**config.mk**
```make
export PLATFORM = sky130hd
export DESIGN_NAME = prince_axis_frame_builder_flat
export DESIGN_NICKNAME = d
export VERILOG_FILES = /design/src/rtl/prince_axis_frame_builder_if.sv /design/src/rtl/prince_axis_frame_builder.sv /design/src/flat_wrapper.sv
export SDC_FILE = /design/constraint.sdc
export NUM_CORES = 1
export LEC_CHECK = 0
export CAP_MARGIN = 10
export CELL_PAD_IN_SITES_DETAIL_PLACEMENT = 0
export CELL_PAD_IN_SITES_GLOBAL_PLACEMENT = 1
export CORE_ASPECT_RATIO = 2
export CORE_UTILIZATION = 38
export CTS_CLUSTER_DIAMETER = 80
export DETAILED_ROUTE_END_ITERATION = 8
export HOLD_SLACK_MARGIN = 0.15
export PLACE_DENSITY = 0.88
export SKIP_CTS_REPAIR_TIMING = 1
export SYNTH_ARGS = -nofsm -noshare
export SYNTH_HDL_FRONTEND = slang
export SYNTH_SLANG_ARGS = --single-unit
```
**constraint.sdc**
```tcl
create_clock -name aclk -period 5.4 [get_ports aclk]
set_input_delay 1.08 -clock aclk [delete_from_list [all_inputs] [get_ports aclk]]
set_output_delay 1.08 -clock aclk [all_outputs]
set_load 0.01 [all_outputs]
```
**src/rtl/prince_axis_frame_builder_if.sv**
```systemverilog
// rtl/prince_axis_frame_builder_if.sv - pair input port and AXI-Stream output port of the frame builder
interface prince_axis_frame_builder_if #(
  parameter int DATA_SIZE = 32
);
  logic                 in_valid;
  logic                 in_ready;
  logic [63:0]          in_plaintext;
  logic [127:0]         in_key;
  logic                 m_axis_tvalid;
  logic                 m_axis_tready;
  logic [DATA_SIZE-1:0] m_axis_tdata;
  logic                 m_axis_tlast;

  modport master (
    input  in_valid, in_plaintext, in_key, m_axis_tready,
    output in_ready, m_axis_tvalid, m_axis_tdata, m_axis_tlast
  );

  modport slave (
    output in_valid, in_plaintext, in_key, m_axis_tready,
    input  in_ready, m_axis_tvalid, m_axis_tdata, m_axis_tlast
  );
endinterface

```
**src/rtl/prince_axis_frame_builder.sv**
```systemverilog
// rtl/prince_axis_frame_builder.sv - serializes plaintext+key pairs into 6-word PRINCE stream frames
// Define PRINCE_FRAME_DBUF_EN for a pending frame register (gapless back-to-back frames).
module prince_axis_frame_builder #(
  parameter int DATA_SIZE   = 32,
  parameter int FRAME_WORDS = 6
) (
  input  logic                        aclk,
  input  logic                        areset,
  prince_axis_frame_builder_if.master bus,
  output logic                        busy,
  output logic [15:0]                 frame_count
);
  localparam int         FRAME_BITS = DATA_SIZE * FRAME_WORDS;
  localparam logic [2:0] LAST_IDX   = 3'(FRAME_WORDS - 1);

  typedef enum logic {IDLE, SEND} state_t;

  state_t                state_q, state_d;
  logic [2:0]            idx_q, idx_d;
  logic [FRAME_BITS-1:0] frame_q, frame_d;
  logic [15:0]           count_q, count_d;
  logic                  ready_q, ready_d;
  logic                  accept, handshake, last_hs;
  logic [DATA_SIZE-1:0]  word;
  logic [FRAME_BITS-1:0] in_frame;
`ifdef PRINCE_FRAME_DBUF_EN
  logic [FRAME_BITS-1:0] pend_q, pend_d;
  logic                  pend_full_q, pend_full_d;
`endif

  // ready_q is the registered "can accept" flag; reset forces the port low in the reset cycle itself
  assign bus.in_ready = ready_q & ~areset;
  assign accept       = bus.in_valid & bus.in_ready;
  assign handshake    = (state_q == SEND) & bus.m_axis_tready;
  assign last_hs      = handshake & (idx_q == LAST_IDX);
  assign in_frame     = {bus.in_plaintext, bus.in_key};

  always_comb begin
    word = '0;
    for (int i = 0; i < FRAME_WORDS; i++) begin
      if (idx_q == i[2:0]) word = frame_q[FRAME_BITS-1-DATA_SIZE*i -: DATA_SIZE];
    end
  end

  always_comb begin
    state_d = state_q;
    idx_d   = idx_q;
    frame_d = frame_q;
    count_d = count_q;
`ifdef PRINCE_FRAME_DBUF_EN
    pend_d      = pend_q;
    pend_full_d = pend_full_q;
`endif
    case (state_q)
      IDLE: begin
        if (accept) begin
          frame_d = in_frame;
          idx_d   = 3'd0;
          state_d = SEND;
        end
      end
      SEND: begin
        if (last_hs) begin
          count_d = count_q + 16'd1;
          idx_d   = 3'd0;
`ifdef PRINCE_FRAME_DBUF_EN
          // Pending frame wins; otherwise a same-edge accept bypasses the pending register
          if (pend_full_q) begin
            frame_d     = pend_q;
            pend_full_d = 1'b0;
          end else if (accept) begin
            frame_d = in_frame;
          end else begin
            state_d = IDLE;
          end
`else
          state_d = IDLE;
`endif
        end else begin
          if (handshake) idx_d = idx_q + 3'd1;
`ifdef PRINCE_FRAME_DBUF_EN
          if (accept) begin
            pend_d      = in_frame;
            pend_full_d = 1'b1;
          end
`endif
        end
      end
    endcase
`ifdef PRINCE_FRAME_DBUF_EN
    ready_d = ~pend_full_d;
`else
    ready_d = (state_d == IDLE);
`endif
  end

  always_ff @(posedge aclk) begin
    if (areset) begin
      state_q <= IDLE;
      idx_q   <= 3'd0;
      frame_q <= '0;
      count_q <= 16'd0;
      ready_q <= 1'b1;
`ifdef PRINCE_FRAME_DBUF_EN
      pend_q      <= '0;
      pend_full_q <= 1'b0;
`endif
    end else begin
      state_q <= state_d;
      idx_q   <= idx_d;
      frame_q <= frame_d;
      count_q <= count_d;
      ready_q <= ready_d;
`ifdef PRINCE_FRAME_DBUF_EN
      pend_q      <= pend_d;
      pend_full_q <= pend_full_d;
`endif
    end
  end

  assign bus.m_axis_tvalid = (state_q == SEND);
  assign bus.m_axis_tlast  = (state_q == SEND) & (idx_q == LAST_IDX);
  assign bus.m_axis_tdata  = (state_q == SEND) ? word : '0;
  assign frame_count       = count_q;
`ifdef PRINCE_FRAME_DBUF_EN
  assign busy = (state_q == SEND) | pend_full_q;
`else
  assign busy = (state_q == SEND);
`endif
endmodule
```
**src/flat_wrapper.sv**
```systemverilog
// flat-port wrapper written by rule: the top's interface ports become plain ports
module prince_axis_frame_builder_flat 
#(
  parameter int DATA_SIZE   = 32,
  parameter int FRAME_WORDS = 6
)
  (aclk, areset, busy, frame_count, bus_in_valid, bus_in_plaintext, bus_in_key, bus_m_axis_tready, bus_in_ready, bus_m_axis_tvalid, bus_m_axis_tdata, bus_m_axis_tlast);
  prince_axis_frame_builder_if #(.DATA_SIZE(DATA_SIZE)) bus_i ();
  input  logic aclk;
  input  logic areset;
  output logic busy;
  output logic [15:0] frame_count;
  input wire logic [$bits(bus_i.in_valid)-1:0] bus_in_valid;
  input wire logic [$bits(bus_i.in_plaintext)-1:0] bus_in_plaintext;
  input wire logic [$bits(bus_i.in_key)-1:0] bus_in_key;
  input wire logic [$bits(bus_i.m_axis_tready)-1:0] bus_m_axis_tready;
  output wire logic [$bits(bus_i.in_ready)-1:0] bus_in_ready;
  output wire logic [$bits(bus_i.m_axis_tvalid)-1:0] bus_m_axis_tvalid;
  output wire logic [$bits(bus_i.m_axis_tdata)-1:0] bus_m_axis_tdata;
  output wire logic [$bits(bus_i.m_axis_tlast)-1:0] bus_m_axis_tlast;
  assign bus_i.in_valid = bus_in_valid;
  assign bus_i.in_plaintext = bus_in_plaintext;
  assign bus_i.in_key = bus_in_key;
  assign bus_i.m_axis_tready = bus_m_axis_tready;
  assign bus_in_ready = bus_i.in_ready;
  assign bus_m_axis_tvalid = bus_i.m_axis_tvalid;
  assign bus_m_axis_tdata = bus_i.m_axis_tdata;
  assign bus_m_axis_tlast = bus_i.m_axis_tlast;
  prince_axis_frame_builder #(.DATA_SIZE(DATA_SIZE), .FRAME_WORDS(FRAME_WORDS)) u_core (.aclk(aclk), .areset(areset), .bus(bus_i), .busy(busy), .frame_count(frame_count));
endmodule
```
After elaboration in Yosys (flattened, before gate mapping)

Index checks and enable logic that the tools add are counted.

Flip-flop bits (word level): 213

Eq/ne operators: 7
$add $sub $neg: 2
Bitwise operators: 8
Multiplexer cells: 14
Reductions and logical operators: 4

Operators by type and width:

| kind                    | count |
|---|---|
| $mux W32                | 7 |
| $add A16 B1 Y16 const B | 1 |
| $mux W3                 | 3 |
| $eq A3 B2 Y1 const B    | 2 |
| $eq A3 B3 Y1 const B    | 2 |
| $pmux W3 S2             | 1 |
| $reduce_and A2 Y1       | 3 |
| $and A1 B1 Y1           | 5 |
| $add A3 B1 Y3 const B   | 1 |
| $eq A3 B1 Y1 const B    | 1 |
| $logic_not A3 Y1        | 1 |
| $ne A3 B3 Y1 const B    | 1 |
| $not A1 Y1              | 3 |
| $mux W1                 | 2 |
| $ne A2 B1 Y1 const B    | 1 |
| $pmux W1 S2             | 1 |

Depth between registers and ports, before layout

Gate-level depths: netlist (run 1).

Depth in word-level cells: 8
Gate-level depth with buffers: 10
Gate-level depth less buffers: 6

Worst setup path before layout (run 1)

Ideal clock, no wire load.

Kind: reg-to-output
Start point: register u_core.idx_q[2]
End point: output port bus_m_axis_tdata[0]
Required time: 4.320 ns
Path slack: 2.137 ns
Data arrival time: 2.183 ns
Stages on the path, launching flop included: 11
Buffers on the path: 4
Path through: dfxtp_1 > buf_2 > buf_1 > inv_1 > ha_1 > clkbuf_1 > nor2_1 > clkbuf_1 > o211ai_1 > a221oi_1 > nor2_1

Word-level cells in the longest chain between the ends: 8
Elaborated cells on any way between the ends: 13
Those cells by class: eq/ne (5); mux (7); reduce/logical (1)

Ends and longest elaborated chain:

| element                | RTL line                         | text |
|---|---|---|
| from (decl)            | prince_axis_frame_builder.sv:19  | `logic [2:0] idx_q, idx_d;` |
| from (signal assigned) | prince_axis_frame_builder.sv:110 | `idx_q <= idx_d;` |
| $logic_not A3 Y1       | prince_axis_frame_builder.sv:41  | `if (idx_q == i[2:0]) word = frame_q[FRAME_BITS-1-DATA_SIZE*i -: DATA_SIZE];` |
| $mux W32 (5 in a row)  | prince_axis_frame_builder.sv:41  |  |
| $mux W32 (*)           | prince_axis_frame_builder.sv:41  |  |
| $mux W32 (*)           | prince_axis_frame_builder.sv:123 | `assign bus.m_axis_tdata = (state_q == SEND) ? word : '0;` |
| to (decl)              | flat_wrapper.sv:19               | `output wire logic [$bits(bus_i.m_axis_tdata)-1:0] bus_m_axis_tdata;` |

Every way passes the cells marked *; elsewhere a longest branch is shown, timed or not.

Worst setup path after layout (run 1)

Start point: register u_core.idx_q[0]
End point: output port bus_m_axis_tdata[1]

The elaborated chain is that of the path after synthesis.

==> flow_summary_export.csv, run 1 <==
group,metric,value,unit
run_status,status,"finished, final reports clean",
place,place.gp.congestion,0.902,
clock_network,cts_tree,"yes",
timing,rsz0062_at_grt,"false",
setup_path,endpoint_kind,"output port",
pwr,combinationalPowerShare,11.7,%
grt,antenna_found_initial,6,
grt,grt_max_degree,125,
cells_and_area,final_cell_mix,"457 x nand2_1, 246 x clkdlybuf4s50_1, 212 x dfxtp_1, 201 x a21oi_1, 44 x nor2_1",
setup_path,timing.rr.start,"u_core.bus.m_axis_tvalid$_SDFF_PP0_",
cells_and_area,ff_latch_area,4270,µm²
clock_network,clk_path_buf_depth,3,
floorplanning,start_util,38.5,%
floorplanning,ios,248,
setup_path,worstPathArrival,3.80,ns
timing,fin_crit,4.88,ns
timing,hold_viol,0,
timing,fmaxAchievable,205,MHz
synthesis,yosysWarnings,0,
setup_path,slowest_stage,"nor2_2",
timing,setup-violations-final,0,
setup_path,critical_path_required,4.32,ns
setup_path,cp_cell_sequence,"inv_1, ha_1, nor2_2, buf_4, o211ai_1, a221oi_1, nor2_1, clkdlybuf4s50_1",
timing,finalSetupTns,0,ns
worst_hold_path,hold_path.class,"register to register",
routing,routed_via_density,5.21,
routing,dr.pass1.iters,5,
pwr,ir_drop,0.000170,V
synthesis,synth_top_area_cell,"dfxtp_1",
grt,grt_usage,24.0,%
cells_and_area,multi_input_area,4740,µm²
cells_and_area,layout-drive-gt1-share,4.31,%
routing,routed_wl,31600,µm
synthesis,synth_cell_type_count,37,
grt,grt_pass1_wl,48800,µm
worst_hold_path,min-delay-start,"u_core.frame_q[11]$_SDFFE_PP0P_",
synthesis,synth_seq_cells,213,
cells_and_area,final_nets,1695,
setup_path,cp-start-kind,"register",
routing,drc,0,
clock_network,clock_sinks,213,
clock_network,insertion_delay,0.50,ns
grt,grt_pass1_vias,9272,
routing,drt_iter0_drc,753,
synthesis,yosys-top-cells-area,"dfxtp_1 44%, nand2_1 18%, a21oi_1 10%, clkbuf_1 3.4%, a221oi_1 2.9%",
grt,grt_overflow,0,
flow_run,cap_violations,0,
pwr,p_sw,872,µW
synthesis,syn_area,9610,µm²
pwr,internal_power,2680,µW
setup_path,cp_max_fo,33,
setup_path,startpoint,"u_core.idx_q[0]$_SDFFE_PP0P_",
setup_path,slowest_delay,0.74,ns
timing,tightest_slew,1.22,ns
routing,wl_per_cell,17.1,µm
synthesis,synth_top_area_share,44.4,%
clock_network,h-tree-depth,1,
cells_and_area,syn_to_final_growth,34.6,%
cells_and_area,layout_commonest_cell,"nand2_1",
cells_and_area,nFillCells,2484,
floorplanning,dieArea,26000,µm²
cells_and_area,final_core_util,51.9,%
place,dp_hpwl,22500,µm
clock_network,root_buffer,"clkbuf_16",
setup_path,crit_type,"register to output port",
timing,period_share,90.4,%
pwr,power.share.sequential,47.2,%
synthesis,ys_seq_area_share,44.4,%
timing,max_slew_margin,18.8,%
place,io_buffers,247,
routing,ant_nets,0,
pwr,p_clk_share,41.1,%
floorplanning,die_w,114,µm
synthesis,avgSynthCellArea,7.28,µm²
timing,holdWs,0.451,ns
routing,num_vias,9646,
pwr,switching_share,24.6,%
pwr,leakagePower,0.00430,µW
pwr,power.density,275,nW/µm²
synthesis,syn-instance-count,1320,
clock_network,clkTransAtPathRegs,0.06,ns
floorplanning,rows,82,
synthesis,syn_nets,1522,
floorplanning,core,24900,µm²
timing,slew_violations,0,
clock_network,cts-buffers-inserted,21,
timing,fin_skew,0.0117,ns
floorplanning,die_h,227,µm
## stage by stage
| step | total power, µW | cells | setup slack (ns) | cell area [µm²] |
|---|---|---|---|---|
| 6_report | 3550 | 1850 | 0.517 | 12900 |
| 5_1_grt | 3690 | 1850 | 0.335 | 12900 |
| 4_1_cts | 3580 | 1844 | 0.484 | 12900 |
| 3_5_place_dp | 2130 | 1806 | 1.02 | 12200 |
| 3_3_place_gp | 2120 | 1805 | 1.07 | 12200 |
| 2_1_floorplan | 1890 | 1320 | 2.14 | 9610 |
## cells in the mapped netlist
cell / instances
and4_1: 3
nor3b_1: 32
buf_1: 1
nand3_1: 5
inv_1: 36
o32ai_1: 32
nand4_1: 4
nand2_2: 1
a21oi_1: 201
or3_1: 4
and3b_1: 1
and2_1: 3
nor4_1: 1
and3_1: 2
a32oi_1: 1
buf_4: 2
o31ai_1: 4
a31oi_1: 2
o21ai_0: 32
xor2_1: 5
or2_1: 1
nor2b_1: 33
xnor2_1: 3
o21ai_1: 3
buf_2: 25
ha_1: 6
clkbuf_1: 88
nor3_1: 3
nand3b_1: 1
nand2b_1: 1
or4_1: 4
nand2_1: 457
nor2_1: 45
o211ai_1: 32
inv_2: 1
a221oi_1: 32
dfxtp_1: 213
## metal layers
metal	up-vias	global-route usage (%)	routed length [µm]	part of all wire, %
met5	-	0	0	0
met4	0	11.8	1260	4.0
met3	62	4.01	1870	5.9
met2	296	41.4	15900	50
met1	4507	28.4	12600	40
li1	4781	-	-	-
## worst paths after layout
kind	endpoint	slack [ns]	cells past startpoint
max	bus_m_axis_tdata[1]	0.52	8
min	u_core.frame_q[11]$_SDFFE_PP0P_	0.45	2
max reg2reg	u_core.frame_count[14]$_SDFFE_PP0P_	2.56	5
min reg2reg	u_core.frame_q[11]$_SDFFE_PP0P_	0.45	2
## cell families after synthesis
| family | share of synthesized area (%) |
|---|---|
| AOI/OAI and AO/OA | 21.2 |
| xor gates and xnor gates | 0.729 |
| adders and majority gates | 0.782 |
| buffers and inverters | 6.38 |
| DFF | 44.4 |
| and+or+nand+nor | 26.5 |
## state kept, by name, indices dropped and copies added, names as in the netlist
name and count:
u_core.bus.m_axis_tvalid 1, u_core.frame_count 16, u_core.frame_q 192, u_core.idx_q 3, u_core.ready_q 1
## power groups by stage
stage / clock network (µW) / logic [µW] / registers (µW)
2_1_floorplan: 0 / 201 / 1690
3_3_place_gp: 0 / 412 / 1710
3_5_place_dp: 0 / 417 / 1710
4_1_cts: 1490 / 418 / 1670
5_1_grt: 1560 / 454 / 1680
6_report: 1460 / 416 / 1670
## worst max-delay path, delay by kind of cell, from the launching register on
| family | cells | cell delay (ns) |
|---|---|---|
| buffers and inverters | 3 | 0.95 |
| and+or+nand+nor | 2 | 0.84 |
| adders and majority gates | 1 | 0.57 |
| AOI/OAI and AO/OA | 2 | 0.53 |
| DFF | 1 | 0.41 |
## final cells by class
class / count / share of cell area, %
antenna: 6 / 0.116
clock buffer: 26 / 4.60
clock inverter: 12 / 0.716
inverter: 37 / 1.07
multi-input combinational: 954 / 36.7
sequential: 213 / 33.0
tap: 336 / 3.25
timing repair buffer: 266 / 20.6
No activity file was read; power rests on OpenSTA's default activity.
==> run 2, diff against run 1 <==
--- a/config.mk
+++ b/config.mk
@@ -8,13 +8,14 @@
 export CAP_MARGIN = 10
 export CELL_PAD_IN_SITES_DETAIL_PLACEMENT = 0
 export CELL_PAD_IN_SITES_GLOBAL_PLACEMENT = 1
-export CORE_ASPECT_RATIO = 2
-export CORE_UTILIZATION = 38
+export CORE_UTILIZATION = 39
+export CTS_BUF_LIST = sky130_fd_sc_hd__clkbuf_4 sky130_fd_sc_hd__clkbuf_8
 export CTS_CLUSTER_DIAMETER = 80
 export DETAILED_ROUTE_END_ITERATION = 8
 export HOLD_SLACK_MARGIN = 0.15
-export PLACE_DENSITY = 0.88
+export PLACE_DENSITY = 0.9
 export SKIP_CTS_REPAIR_TIMING = 1
 export SYNTH_ARGS = -nofsm -noshare
 export SYNTH_HDL_FRONTEND = slang
 export SYNTH_SLANG_ARGS = --single-unit
+export TNS_END_PERCENT = 10
==> flow_summary_export.csv, run 2 (synthesized netlist as in run 1, its figures left out) <==
group,metric,value,unit
setup_path,endpoint_kind,"output port",
setup_path,crit_type,"register to output port",
timing,period_share,86.0,%
timing,tightest_slew,1.21,ns
floorplanning,rows,57,
floorplanning,dieArea,25300,µm²
flow_run,cap_violations,0,
timing,hold_viol,0,
routing,num_vias,9707,
setup_path,cp_max_fo,65,
setup_path,critical_path_required,4.32,ns
setup_path,cp-start-kind,"register",
place,placed_cell_area,12200,µm²
floorplanning,die_w,159,µm
routing,ant_nets,0,
floorplanning,die_h,159,µm
timing,fmaxAchievable,215,MHz
place,dp_hpwl,21700,µm
grt,grt_pass1_wl,49500,µm
pwr,leakagePower,0.00433,µW
floorplanning,start_util,39.6,%
grt,grt_pass1_vias,9037,
cells_and_area,stdcell_area,12900,µm²
grt,grt_overflow,0,
pwr,ir_drop,0.000125,V
cells_and_area,top_register,"u_core.frame_q",
cells_and_area,layout-drive-gt1-share,5.74,%
pwr,power.density,279,nW/µm²
clock_network,cts_tree,"yes",
timing,fin_skew,0.0227,ns
place,io_buffers,247,
cells_and_area,largest_register_ffs,192,
clock_network,clkTransAtPathRegs,0.05,ns
timing,setup-violations-final,0,
timing,finalSetupTns,0,ns
pwr,power,3610,µW
clock_network,root_buffer,"clkbuf_8",
clock_network,clk_path_buf_depth,3,
clock_network,cts-buffers-inserted,38,
routing,routed_via_density,5.23,
cells_and_area,final_nets,1710,
routing,dr.pass1.iters,5,
floorplanning,ios,248,
routing,drc,0,
cells_and_area,syn_to_final_growth,34.6,%
cells_and_area,final_cell_mix,"457 x nand2_1, 246 x clkdlybuf4s50_1, 213 x dfxtp_1, 201 x a21oi_1, 46 x clkbuf_8",
place,place.gp.congestion,0.890,
clock_network,h-tree-depth,2,
routing,routed_wl,31900,µm
timing,fin_crit,4.64,ns
worst_hold_path,hold_path.class,"register to register",
timing,max_slew_margin,19.2,%
grt,antenna_found_initial,1,
clock_network,clock_sinks,213,
routing,drt_iter0_drc,797,
setup_path,worstPathArrival,3.56,ns
clock_network,insertion_delay,0.53,ns
cells_and_area,layout_commonest_cell,"nand2_1",
timing,slew_violations,0,
run_status,status,"finished, final reports clean",
timing,rsz0062_at_grt,"false",
grt,grt_usage,24.4,%
routing,wl_per_cell,17.2,µm
floorplanning,core,24200,µm²
grt,grt_max_degree,152,
run 2: through the flow:
| step | setup WS (ns) | hold slack [ns] | cells | util [%] |
|---|---|---|---|---|
| after global placement | 1.33 | 0.440 | 1792 | 50.2 |
| after detailed placement | 1.30 | 0.444 | 1792 | 50.2 |
| final | 0.759 | 0.451 | 1857 | 53.3 |
| after floorplan | 2.14 | 0.433 | 1320 | - |
| after global routing | 0.452 | 0.468 | 1856 | 53.3 |
| after CTS | 0.752 | 0.452 | 1856 | 53.3 |
run 2: routing by layer:
metal / vias up / global-route usage [%] / share of wire (%) / wire length (µm)
li1: 4808 / - / - / -
met1: 4513 / 36.7 / 49 / 15500
met2: 336 / 34.5 / 41 / 13200
met3: 50 / 5.73 / 8.2 / 2600
met4: 0 / 6.73 / 1.8 / 568
met5: - / 0 / 0 / 0
run 2: worst paths after layout:
path	start	end	slack [ns]	depth (start not counted)
setup / recovery	u_core.idx_q[2]$_SDFFE_PP0P_	bus_m_axis_tdata[4]	0.76	9
hold / removal	u_core.frame_q[15]$_SDFFE_PP0P_	u_core.frame_q[15]$_SDFFE_PP0P_	0.45	2
setup reg to reg	u_core.idx_q[0]$_SDFFE_PP0P_	u_core.frame_count[15]$_SDFFE_PP0P_	2.75	6
hold reg to reg	u_core.frame_q[15]$_SDFFE_PP0P_	u_core.frame_q[15]$_SDFFE_PP0P_	0.45	2
run 2: worst max-delay path, stage by stage (launching register included):
cell	delay, ns
dfxtp_1	0.69
inv_1	0.12
ha_2	0.21
buf_4	0.30
nor2_2	0.13
buf_4	0.38
o211ai_1	0.15
a221oi_1	0.45
nor2_1	0.11
clkdlybuf4s50_1	0.50
run 2: final cells by class:
| type | count | area (µm²) |
|---|---|---|
| multi-input cells | 954 | 4740 |
| fillers | 2413 | 11300 |
| diodes | 1 | 2.50 |
| clock buffers | 62 | 753 |
| flip-flops and latches | 213 | 4260 |
| inverters | 37 | 139 |
| well taps | 324 | 405 |
| clock inverters | 2 | 12.5 |
| repair buffers | 264 | 2610 |
run 2: where the power goes:
group	leakage, µW	switching [µW]	internal, µW
clock	0.000408	643	874
sequential	0.00173	39.4	1630
combinational	0.00219	206	209
total	0.00433	889	2720
==> run 3, diff against run 2 <==
--- a/config.mk
+++ b/config.mk
@@ -8,6 +8,7 @@
 export CAP_MARGIN = 10
 export CELL_PAD_IN_SITES_DETAIL_PLACEMENT = 0
 export CELL_PAD_IN_SITES_GLOBAL_PLACEMENT = 1
+export CORE_ASPECT_RATIO = 0.75
 export CORE_UTILIZATION = 39
 export CTS_BUF_LIST = sky130_fd_sc_hd__clkbuf_4 sky130_fd_sc_hd__clkbuf_8
 export CTS_CLUSTER_DIAMETER = 80
==> flow_summary_export.csv, run 3 (synthesized netlist as in run 1, its figures left out) <==
group,metric,value,unit
run_status,status,"finished, final reports clean",
place,place.gp.congestion,0.830,
pwr,ir_drop,0.000141,V
timing,fin_crit,4.85,ns
routing,wl_per_cell,18.0,µm
cells_and_area,multi_input_area,4740,µm²
pwr,combinationalPowerShare,11.4,%
pwr,power.density,280,nW/µm²
pwr,p_sw,915,µW
setup_path,cp-start-kind,"register",
clock_network,clkTransAtPathRegs,0.06,ns
routing,ant_nets,0,
setup_path,worstPathArrival,3.77,ns
setup_path,cp_cell_sequence,"ha_1, ha_2, buf_4, nor3b_1, o32ai_1, a221oi_1, nor2_1, clkdlybuf4s50_1",
cells_and_area,final_cell_mix,"457 x nand2_1, 246 x clkdlybuf4s50_1, 213 x dfxtp_1, 201 x a21oi_1",
cells_and_area,top_register,"u_core.frame_q",
cells_and_area,final_nets,1708,
clock_network,clock_sinks,213,
grt,grt_pass1_vias,8795,
timing,slew_violations,0,
setup_path,critical_path_required,4.32,ns
setup_path,worstReg2RegEnd,"u_core.frame_count[15]$_SDFFE_PP0P_",
timing,tightest_slew,1.08,ns
flow_run,cap_violations,0,
timing,period_share,89.7,%
floorplanning,ios,248,
cells_and_area,final_core_util,53.7,%
worst_hold_path,hold_depth,2,
cells_and_area,ff_latch_area,4260,µm²
cells_and_area,nFillCells,2360,
floorplanning,start_util,39.9,%
routing,drt_iter0_drc,924,
routing,routed_via_density,5.23,
pwr,internal_power,2700,µW
pwr,leakagePower,0.00432,µW
cells_and_area,layout-drive-gt1-share,5.44,%
worst_hold_path,min_to,"u_core.frame_q[10]$_SDFFE_PP0P_",
pwr,switching_share,25.3,%
pwr,p_clk_share,42.1,%
floorplanning,die_w,183,µm
routing,num_vias,9726,
timing,hold_viol,0,
grt,grt_pass1_wl,50300,µm
floorplanning,die_h,138,µm
clock_network,cts-buffers-inserted,37,
grt,grt_max_degree,136,
setup_path,crit_type,"register to output port",
timing,max_slew_margin,27.7,%
setup_path,endpoint_kind,"output port",
clock_network,h-tree-depth,2,
setup_path,timing.rr.start,"u_core.idx_q[1]$_SDFFE_PP0P_",
worst_hold_path,hold_path.class,"register to register",
floorplanning,core,24100,µm²
clock_network,cts_tree,"yes",
cells_and_area,largest_register_ffs,192,
clock_network,insertion_delay,0.53,ns
routing,dr.pass1.iters,5,
timing,setup-violations-final,0,
place,io_buffers,247,
routing,routed_wl,33500,µm
clock_network,clk_path_buf_depth,3,
timing,fmaxAchievable,206,MHz
clock_network,root_buffer,"clkbuf_8",
timing,fin_skew,0.0293,ns
cells_and_area,layout_commonest_cell,"nand2_1",
floorplanning,rows,49,
cells_and_area,syn_to_final_growth,34.6,%
setup_path,rr_worst_depth,7,
grt,grt_overflow,0,
place,dp_hpwl,22400,µm
routing,drc,0,
worst_hold_path,min-delay-start,"u_core.frame_q[10]$_SDFFE_PP0P_",
setup_path,reg2reg_slack,2.44,ns
setup_path,slowest_stage,"o32ai_1",
pwr,power.share.sequential,46.5,%
timing,finalSetupTns,0,ns
setup_path,cp_max_fo,35,
setup_path,slowest_delay,0.70,ns
grt,grt_usage,25.9,%
timing,rsz0062_at_grt,"false",
floorplanning,dieArea,25300,µm²
grt,antenna_found_initial,3,
-- run 3: worst max path at each step --
| stage | startpoint | end | slack [ns] | cells past startpoint |
|---|---|---|---|---|
| final | u_core.idx_q[0]$_SDFFE_PP0P_ | bus_m_axis_tdata[2] | 0.55 | 8 |
| after global routing | u_core.idx_q[0]$_SDFFE_PP0P_ | bus_m_axis_tdata[30] | 0.28 | 7 |
| after CTS | u_core.idx_q[0]$_SDFFE_PP0P_ | bus_m_axis_tdata[8] | 0.59 | 7 |
| after detailed placement | u_core.idx_q[0]$_SDFFE_PP0P_ | bus_m_axis_tdata[8] | 1.17 | 7 |
| after global placement | u_core.idx_q[0]$_SDFFE_PP0P_ | bus_m_axis_tdata[8] | 1.17 | 5 |
| after floorplan | u_core.idx_q[2]$_SDFFE_PP0P_ | bus_m_axis_tdata[0] | 2.14 | 10 |
-- run 3: worst max-delay path, delay by kind of cell (launching register included) --
kind / cells / cell delay (ns)
AND/OR/NAND/NOR: 2 / 0.24
buffers and inverters: 2 / 0.99
adder cells (fa/ha/maj): 2 / 0.71
flip-flops: 1 / 0.40
AO/OA/AOI/OAI: 2 / 0.87
-- run 3: cell type report --
class	instances	area share (%)
Tap cell	331	3.20
Clock inverter	5	0.406
Clock buffer	55	5.32
Multi-Input combinational cell	954	36.7
Antenna cell	1	0.0194
Timing Repair Buffer	263	20.3
Inverter	37	1.07
Sequential cell	213	33.0
-- run 3: power groups by stage --
| stage | Clock [µW] | Combinational (µW) | Sequential [µW] |
|---|---|---|---|
| after CTS | 1540 | 413 | 1680 |
| after detailed placement | 0 | 411 | 1710 |
| after global placement | 0 | 408 | 1710 |
| final | 1520 | 413 | 1680 |
| after global routing | 1610 | 453 | 1690 |
| after floorplan | 0 | 201 | 1690 |
-- run 3: routing by layer --
layer  global-route usage [%]  routed length [µm]  vias to the layer above
li1                         -                   -                     4806
met1                     40.3               16900                     4490
met2                     34.9               13000                      388
met3                     6.43                3230                       38
met4                     6.02                 379                        4
met5                        0                  31                        -
-- run 3: metrics by stage --
stage                     hold slack [ns]  total power (µW)  std cells  instance area, µm²  setup slack [ns]
after detailed placement            0.443              2120       1798               12200              1.17
after global routing                0.468              3750       1858               12900             0.276
after global placement              0.439              2120       1797               12200              1.17
after CTS                           0.452              3630       1858               12900             0.595
after floorplan                     0.433              1890       1320                9610              2.14
final                               0.452              3620       1859               12900             0.555
